File: config.mk
export PLATFORM = sky130hd
export DESIGN_NAME = estagio_wb_flat
export DESIGN_NICKNAME = d
export VERILOG_FILES = /design/src/rtl/estagio_wb_pkg.sv /design/src/rtl/estagio_wb_if.sv /design/src/rtl/estagio_wb_mux.sv /design/src/rtl/estagio_wb.sv /design/src/flat_wrapper.sv
export SDC_FILE = /design/constraint.sdc
export NUM_CORES = 1
export LEC_CHECK = 0
export BUFFER_PORTS_ARGS = -buffer_cell sky130_fd_sc_hd__buf_2
export CORE_MARGIN = 3
export CORE_UTILIZATION = 40
export DETAILED_ROUTE_END_ITERATION = 8
export GPL_ROUTABILITY_DRIVEN = 0
export PLACE_DENSITY_LB_ADDON = 0.15
export SLEW_MARGIN = 30
export SYNTH_ARGS = -nofsm -noshare
export SYNTH_HDL_FRONTEND = slang
export SYNTH_SLANG_ARGS = --single-unit
File: constraint.sdc
create_clock -name clock -period 3.5 [get_ports clock]
set_clock_uncertainty 0.2 [all_clocks]
set_input_delay 0.525 -clock clock [delete_from_list [all_inputs] [get_ports clock]]
set_output_delay 0.525 -clock clock [all_outputs]
set_load 0.01 [all_outputs]
File: src/rtl/estagio_wb_pkg.sv
// Shared definitions for the write-back stage of the 16-bit pipeline.
// Contents:
//   LARGURA, NREG_BITS : default datapath and register-index widths
//   sel_wb_t           : write-back data source (ALU result or memory word)
//   ctrl_wb_t          : write-back control carried by the stage register
package estagio_wb_pkg;

  localparam int LARGURA   = 16;
  localparam int NREG_BITS = 3;

  typedef enum logic {
    SEL_ULA = 1'b0,
    SEL_MEM = 1'b1
  } sel_wb_t;

  typedef struct packed {
    logic                 valido;
    logic                 hab_escrita;
    sel_wb_t              sel;
    logic [NREG_BITS-1:0] reg_destino;
  } ctrl_wb_t;

endpackage

File: src/rtl/estagio_wb_if.sv
// Bus between the execute/memory stage, the write-back stage and the
// register bank / forwarding logic.
//   master : the environment (execute/memory stage + register bank side)
//   slave  : the write-back stage itself
// Flow semantics: there is no back-pressure on this bus. valido_in marks a
// real instruction offered by execute/memory and is taken at every rising
// edge unless stall holds the stage; valido_out marks that the stage holds a
// real instruction. Only BR_Hab_Escrita commits a register-bank write.
interface estagio_wb_if #(
  parameter int LARGURA   = 16,
  parameter int NREG_BITS = 3
);
  // execute/memory -> write-back
  logic                 valido_in;
  logic [LARGURA-1:0]   Saida_ULA;
  logic [LARGURA-1:0]   Saida_MemoriaDados;
  logic                 BR_Hab_Escrita_in;
  logic                 controleMUX_WB;
  logic [NREG_BITS-1:0] reg_destino_in;
  // write-back -> register bank / forwarding
  logic                 BR_Hab_Escrita;
  logic [NREG_BITS-1:0] BR_endereco;
  logic [LARGURA-1:0]   Saida_WB;
  logic                 valido_out;
  logic                 fwd_valido;
  logic [NREG_BITS-1:0] fwd_reg;
  logic [LARGURA-1:0]   fwd_dado;

  modport master (
    output valido_in, Saida_ULA, Saida_MemoriaDados, BR_Hab_Escrita_in,
           controleMUX_WB, reg_destino_in,
    input  BR_Hab_Escrita, BR_endereco, Saida_WB, valido_out,
           fwd_valido, fwd_reg, fwd_dado
  );

  modport slave (
    input  valido_in, Saida_ULA, Saida_MemoriaDados, BR_Hab_Escrita_in,
           controleMUX_WB, reg_destino_in,
    output BR_Hab_Escrita, BR_endereco, Saida_WB, valido_out,
           fwd_valido, fwd_reg, fwd_dado
  );
endinterface

File: src/rtl/estagio_wb_mux.sv
// 2:1 LARGURA-wide selector for the write-back data source, same style as
// the ALU-input selector.
//   sel   : SEL_ULA picks a_ula, SEL_MEM picks b_mem
//   a_ula : registered ALU result
//   b_mem : memory word (live or held)
//   y     : selected word
module estagio_wb_mux #(
  parameter int LARGURA = 16
) (
  input  estagio_wb_pkg::sel_wb_t sel,
  input  logic [LARGURA-1:0]      a_ula,
  input  logic [LARGURA-1:0]      b_mem,
  output logic [LARGURA-1:0]      y
);
  import estagio_wb_pkg::*;

  assign y = (sel == SEL_MEM) ? b_mem : a_ula;
endmodule

File: src/rtl/estagio_wb.sv
// Write-back stage of the 16-bit pipeline.
// Registers the ALU result and write-back control from execute/memory, pairs
// the registered ALU result with the synchronous-memory read word (which
// arrives one cycle after capture), selects one and drives the register-bank
// write port plus a forwarding bus back to execute.
// Ports:
//   clock, reset   : rising-edge clock, asynchronous active-high reset
//   stall          : hold stage contents and suppress the write
//   flush          : load a bubble at the next edge (wins over stall)
//   wb             : estagio_wb_if.slave bus (inputs from execute/memory,
//                    register-bank write port and forwarding outputs)
//   contador_instr : retired-instruction counter, present only when the
//                    macro CONTADOR_INSTR_EN is defined
module estagio_wb #(
  parameter int LARGURA   = 16,
  parameter int NREG_BITS = 3,
  parameter bit R0_FIXO   = 1'b1
) (
  input  logic        clock,
  input  logic        reset,
  input  logic        stall,
  input  logic        flush,
  estagio_wb_if.slave wb
`ifdef CONTADOR_INSTR_EN
  ,
  output logic [31:0] contador_instr
`endif
);
  import estagio_wb_pkg::*;

  ctrl_wb_t           ctrl_q;
  ctrl_wb_t           ctrl_in;
  logic [LARGURA-1:0] ula_q;
  logic [LARGURA-1:0] mem_hold_q;   // memory word saved on the first stall edge
  logic               hold_q;       // mem_hold_q replaces the live memory input
  logic               stall_ant_q;  // stall seen at the previous edge

  logic [LARGURA-1:0] mem_dado;
  logic [LARGURA-1:0] saida_wb;
  logic               r0_bloq;
  logic               escreve;

  always_comb begin
    ctrl_in             = '0;
    ctrl_in.valido      = wb.valido_in;
    ctrl_in.hab_escrita = wb.BR_Hab_Escrita_in;
    ctrl_in.sel         = sel_wb_t'(wb.controleMUX_WB);
    ctrl_in.reg_destino = wb.reg_destino_in;
  end

  always_ff @(posedge clock or posedge reset) begin
    if (reset) begin
      ctrl_q      <= '0;
      ula_q       <= '0;
      mem_hold_q  <= '0;
      hold_q      <= 1'b0;
      stall_ant_q <= 1'b0;
    end else begin
      stall_ant_q <= stall;
      if (flush) begin
        ctrl_q.valido      <= 1'b0;
        ctrl_q.hab_escrita <= 1'b0;
        hold_q             <= 1'b0;
      end else if (stall) begin
        // The memory word is only live during the cycle right after capture,
        // so the first stalled edge is the last chance to keep it.
        if (!stall_ant_q) begin
          mem_hold_q <= wb.Saida_MemoriaDados;
          hold_q     <= 1'b1;
        end
      end else begin
        ctrl_q <= ctrl_in;
        ula_q  <= wb.Saida_ULA;
        hold_q <= 1'b0;
      end
    end
  end

  assign mem_dado = hold_q ? mem_hold_q : wb.Saida_MemoriaDados;

  estagio_wb_mux #(.LARGURA(LARGURA)) u_mux (
    .sel   (ctrl_q.sel),
    .a_ula (ula_q),
    .b_mem (mem_dado),
    .y     (saida_wb)
  );

  assign r0_bloq = R0_FIXO && (ctrl_q.reg_destino == '0);
  assign escreve = ctrl_q.valido & ctrl_q.hab_escrita & ~r0_bloq;

  // Forwarding stays valid while stalled: the value is still the one that
  // will be written when the stall releases.
  assign wb.BR_Hab_Escrita = escreve & ~stall;
  assign wb.BR_endereco    = ctrl_q.reg_destino;
  assign wb.Saida_WB       = saida_wb;
  assign wb.valido_out     = ctrl_q.valido;
  assign wb.fwd_valido     = escreve;
  assign wb.fwd_reg        = ctrl_q.reg_destino;
  assign wb.fwd_dado       = saida_wb;

`ifdef CONTADOR_INSTR_EN
  logic [31:0] contador_q;

  // Counts instructions leaving the stage; wraps naturally at 2^32.
  always_ff @(posedge clock or posedge reset) begin
    if (reset) begin
      contador_q <= '0;
    end else if (ctrl_q.valido && !stall && !flush) begin
      contador_q <= contador_q + 32'd1;
    end
  end

  assign contador_instr = contador_q;
`endif

endmodule
File: src/flat_wrapper.sv
// flat-port wrapper written by rule: the top's interface ports become plain ports
module estagio_wb_flat import estagio_wb_pkg::*;
#(
  parameter int LARGURA   = 16,
  parameter int NREG_BITS = 3,
  parameter bit R0_FIXO   = 1'b1
)
  (clock, reset, stall, flush, wb_valido_in, wb_Saida_ULA, wb_Saida_MemoriaDados, wb_BR_Hab_Escrita_in, wb_controleMUX_WB, wb_reg_destino_in, wb_BR_Hab_Escrita, wb_BR_endereco, wb_Saida_WB, wb_valido_out, wb_fwd_valido, wb_fwd_reg, wb_fwd_dado);
  estagio_wb_if #(.LARGURA(LARGURA), .NREG_BITS(NREG_BITS)) wb_i ();
  input  logic clock;
  input  logic reset;
  input  logic stall;
  input  logic flush;
  input wire logic [$bits(wb_i.valido_in)-1:0] wb_valido_in;
  input wire logic [$bits(wb_i.Saida_ULA)-1:0] wb_Saida_ULA;
  input wire logic [$bits(wb_i.Saida_MemoriaDados)-1:0] wb_Saida_MemoriaDados;
  input wire logic [$bits(wb_i.BR_Hab_Escrita_in)-1:0] wb_BR_Hab_Escrita_in;
  input wire logic [$bits(wb_i.controleMUX_WB)-1:0] wb_controleMUX_WB;
  input wire logic [$bits(wb_i.reg_destino_in)-1:0] wb_reg_destino_in;
  output wire logic [$bits(wb_i.BR_Hab_Escrita)-1:0] wb_BR_Hab_Escrita;
  output wire logic [$bits(wb_i.BR_endereco)-1:0] wb_BR_endereco;
  output wire logic [$bits(wb_i.Saida_WB)-1:0] wb_Saida_WB;
  output wire logic [$bits(wb_i.valido_out)-1:0] wb_valido_out;
  output wire logic [$bits(wb_i.fwd_valido)-1:0] wb_fwd_valido;
  output wire logic [$bits(wb_i.fwd_reg)-1:0] wb_fwd_reg;
  output wire logic [$bits(wb_i.fwd_dado)-1:0] wb_fwd_dado;
  assign wb_i.valido_in = wb_valido_in;
  assign wb_i.Saida_ULA = wb_Saida_ULA;
  assign wb_i.Saida_MemoriaDados = wb_Saida_MemoriaDados;
  assign wb_i.BR_Hab_Escrita_in = wb_BR_Hab_Escrita_in;
  assign wb_i.controleMUX_WB = wb_controleMUX_WB;
  assign wb_i.reg_destino_in = wb_reg_destino_in;
  assign wb_BR_Hab_Escrita = wb_i.BR_Hab_Escrita;
  assign wb_BR_endereco = wb_i.BR_endereco;
  assign wb_Saida_WB = wb_i.Saida_WB;
  assign wb_valido_out = wb_i.valido_out;
  assign wb_fwd_valido = wb_i.fwd_valido;
  assign wb_fwd_reg = wb_i.fwd_reg;
  assign wb_fwd_dado = wb_i.fwd_dado;
  estagio_wb #(.LARGURA(LARGURA), .NREG_BITS(NREG_BITS), .R0_FIXO(R0_FIXO)) u_core (.clock(clock), .reset(reset), .stall(stall), .flush(flush), .wb(wb_i));
endmodule
Word-level counts from Yosys, hierarchy flattened. Cells that the tools add are included. Widths: inputs -> output; s select.

Register bits: 40. Logic and storage cells: 27. Output and inout bits: 41. Input bits: 42.

Reduce and logical (&&, ||, !) cells: 3. Mux-type cells: 7. Bitwise gates (word level): 7. Eq/ne operators: 2.

Operator list (number): $mux 16 (2); $mux 6 (1); $not 1->1 (4); $and 1x1->1 (3); $logic_not 3->1 (1); $mux 1 (3); $ne 3x3->1 const B (1); $reduce_and 3->1 (1); $mux 2 (1); $ne 2x1->1 const B (1); $reduce_and 2->1 (1).

Depth between registers and ports, before layout.
Word-level depth: 4. Mapped depth: 5. Mapped depth without buffers: 2.

Cells and area by module. Synthesis repeated with hierarchy kept, for this count alone.

Cells, all modules: 148. Area total of the unflattened synthesis: 2122.0 sq um.

By module, submodules not included: estagio_wb (sequential area each 1001.0 sq um, times used 1, cells each 130, area each 1873.0 sq um); estagio_wb_mux (sequential area each 0.0 sq um, times used 1, cells each 18, area each 249.0 sq um).

Least setup slack after synthesis. No wires, ideal clock.

Path type: reg-to-output. From: register u_core.hold_q. To: output wb_fwd_dado[10]. Path buffers: 3. Slack: 1.442 ns. Required time: 2.775 ns. Stages on the path, launching flop included: 6. Data arrival time: 1.333 ns. Cell sequence: dfrtp_1 buf_2 buf_2 mux2i_1 a21oi_1 buf_4.

Cells in the longest elaborated chain, start to end: 2.

RTL lines: from (decl) (RTL line estagio_wb.sv:35) `logic hold_q;`; from (signal assigned) (RTL line estagio_wb.sv:56) `hold_q <= 1'b0;`; from (signal assigned) (RTL line estagio_wb.sv:63) `hold_q <= 1'b0;`; from (signal assigned) (RTL line estagio_wb.sv:69) `hold_q <= 1'b1;`; $mux 16 (RTL line estagio_wb.sv:79) `assign mem_dado = hold_q ? mem_hold_q : wb.Saida_MemoriaDados;`; $mux 16 (RTL line estagio_wb_mux.sv:17) `assign y = (sel == SEL_MEM) ? b_mem : a_ula;`; to (decl) (RTL line flat_wrapper.sv:26) `output wire logic [$bits(wb_i.fwd_dado)-1:0] wb_fwd_dado;`.

No other way between the ends.

Worst setup path after layout.
From: register u_core.hold_q. To: output wb_Saida_WB[11].

Cells in the longest elaborated chain, start to end: 2.

RTL lines: $mux 16 (RTL line estagio_wb.sv:79); $mux 16 (RTL line estagio_wb_mux.sv:17); to (decl) (RTL line flat_wrapper.sv:22) `output wire logic [$bits(wb_i.Saida_WB)-1:0] wb_Saida_WB;`.

No other way between the ends.

==> flow_summary.json <==
{
  "status": "completed",
  "cts_root_buffer": "clkbuf_8",
  "dp_slack_ps": 1208,
  "initial_core_util_pct": 41.96,
  "firstDrtPassIters": 4,
  "min_period_ps": 2465,
  "insertion_delay_ps": 280,
  "grt_usage_pct": 13.50,
  "r2r_end": "u_core.mem_hold_q[8]",
  "worstPathArrival_ps": 1740,
  "syn_area_mm2": 0.002008,
  "final_cell_mix": "buf_2, dfrtp_1, mux2_2, mux2i_1, nor2_1",
  "post_cts_resized": 0,
  "power_frac_seq_pct": 46.5,
  "synth_largest_area_cell": "dfrtp_1",
  "antenna_found_initial": 0,
  "wirelength_um": 3926,
  "synth_warnings": 0,
  "syn_inst": 166,
  "p_sw_mw": 0.3532,
  "startpoint_type": "register",
  "grt_start_max_net_pins": 41,
  "yosysUniqueCellTypes": 15,
  "internal_power_mw": 0.9033,
  "cts.sinks": 40,
  "grt-ovfl-total": 0,
  "postCtsHoldBufs": 0,
  "setup_tns_ps": 0,
  "required_ps": 2770,
  "drv_slew": 0,
  "end_kind": "output pin",
  "nets": 269,
  "synth_top_area_share_pct": 49.84,
  "pwr-share-comb_pct": 24.3,
  "crit_type": "register to output pin",
  "synth.yosys.seq_area_share_pct": 49.84,
  "power_mw": 1.256,
  "slew-limit-headroom_pct": 44.13,
  "avgSynthCellArea_um2": 12.10,
  "numCtsBuffers": 5,
  "drc": 0,
  "rows": 25,
  "finalCoreUtilization_pct": 50.59,
  "cts_setup_buffers": 0,
  "n_antenna_cell": 0,
  "clkTransAtPathRegs_ps": 80,
  "wl_met2_um": 1907,
  "grt_pass1_wl_um": 6299,
  "min_path_type": "input port to async pin",
  "drive_gt1_share_pct": 57.89,
  "path_max_fanout": 10,
  "r2r_start": "u_core.stall_ant_q",
  "final_common_cell": "buf_2",
  "syn_nets": 208,
  "ys_ff_latch": 40,
  "irDropWorstVdd_mv": 0.2583,
  "io_buffers": 82,
  "reg2reg_depth": 2,
  "finalHoldViolCount": 0,
  "fin_ws_ps": 1035,
  "period_share_pct": 70.44,
  "top_layer": "met4",
  "area_growth_pct": 20.56,
  "reg2reg_setup_slack_ps": 1670,
  "synthTopCellsByArea": "dfrtp_1, mux2_2, mux2i_1",
  "max_cap_violations": 0,
  "core_area_mm2": 0.004786,
  "wl_met3_um": 305,
  "power.density_mw_per_mm2": 519.0,
  "clockBufferDepth": 2,
  "grt_setup_unrepaired": "false",
  "clkPwrFrac_pct": 29.1,
  "first_iter_violations": 60,
  "grt_pass1_vias": 1319,
  "total_leakage_power_nw": 1.140,
  "die-width_um": 76.86,
  "switching_share_pct": 28.11,
  "tightest_slew_ps": 837.2,
  "ant_nets": 0,
  "worstSetupEndpoint": "wb_Saida_WB[11]",
  "dieHeight_um": 76.86,
  "htree_levels": 2,
  "wl_per_cell_um": 13.31,
  "wl_met1_um": 1669,
  "setup_viol": 0,
  "cts_tree": "done",
  "via_per_inst": 4.644,
  "crit_path_start": "u_core.hold_q",
  "die-area_mm2": 0.005907,
  "dr_total_vias": 1370,
  "fmax_mhz": 405.6,
  "io_pins": 83
}
[stage by stage]
step	area, um2	hold WS [ps]	instances
after floorplan	2008	280.3	166
after global placement	2312	289.4	287
after detailed placement	2312	295.2	287
after CTS	2420	148.7	295
after global routing	2421	177.0	295
final	2421	132.2	295
[Yosys cell counts]
| cell | count |
|---|---|
| buf_2 | 4 |
| dfrtp_1 | 40 |
| mux2_2 | 36 |
| mux2i_1 | 18 |
| and2b_2 | 1 |
| clkbuf_1 | 4 |
| inv_1 | 1 |
| nor3b_1 | 1 |
| nor3b_4 | 1 |
| buf_4 | 22 |
| nor2b_1 | 1 |
| o311a_1 | 1 |
| nor2_1 | 19 |
| buf_8 | 1 |
| a21oi_1 | 16 |
[area by class of cell]
cell class	instances	area [um2]
fill	453	2365
clock inverter	2	35.03
inverter	1	3.754
clock buffer	6	72.57
timing repair buffer	85	432.9
multi-input combinational	94	790.8
sequential	40	1002
tap	67	83.83
[worst min path at each step]
| stage | from | endpoint | cells past startpoint |
|---|---|---|---|
| after floorplan | u_core.mem_hold_q[0] | u_core.mem_hold_q[0] | 1 |
| after global placement | u_core.mem_hold_q[8] | u_core.mem_hold_q[8] | 1 |
| after global routing | reset | u_core.ula_q[3] | 3 |
| after CTS | reset | u_core.mem_hold_q[3] | 3 |
| after detailed placement | u_core.mem_hold_q[10] | u_core.mem_hold_q[10] | 1 |
| final | reset | u_core.ula_q[3] | 3 |
[worst max-delay path, stage by stage, from the launching register on]
cell     delay [ps]
dfrtp_1         590
buf_4           300
mux2i_1         100
a21oi_1         260
buf_2           190
[registers in the layout, indices dropped and copies added (netlist names)]
name and flops:
u_core.ctrl_q 2, u_core.hold_q 1, u_core.mem_hold_q 16, u_core.stall_ant_q 1, u_core.ula_q 16, u_core.wb.BR_endereco 3, u_core.wb.valido_out 1
[logic make-up after synthesis]
logic type,share of synthesized area [%]
simple gates,5.608
flops,49.84
compound gates,4.486
mux,29.16
buf+inv,10.90
[routing by layer]
layer  up-vias  track usage (%)
met5         -                0
met4         0            5.435
met3         5            4.343
met2        42            22.04
met1       655            16.45
li1        668                -
[power by group through the flow]
stage,logic (mW),clock network [mW],registers (mW)
6_report,0.306,0.366,0.585
5_1_grt,0.336,0.400,0.597
4_1_cts,0.313,0.383,0.585
3_5_place_dp,0.312,0,0.595
3_3_place_gp,0.310,0,0.593
2_1_floorplan,0.267,0,0.570
Power figures use the tool's default switching activity.
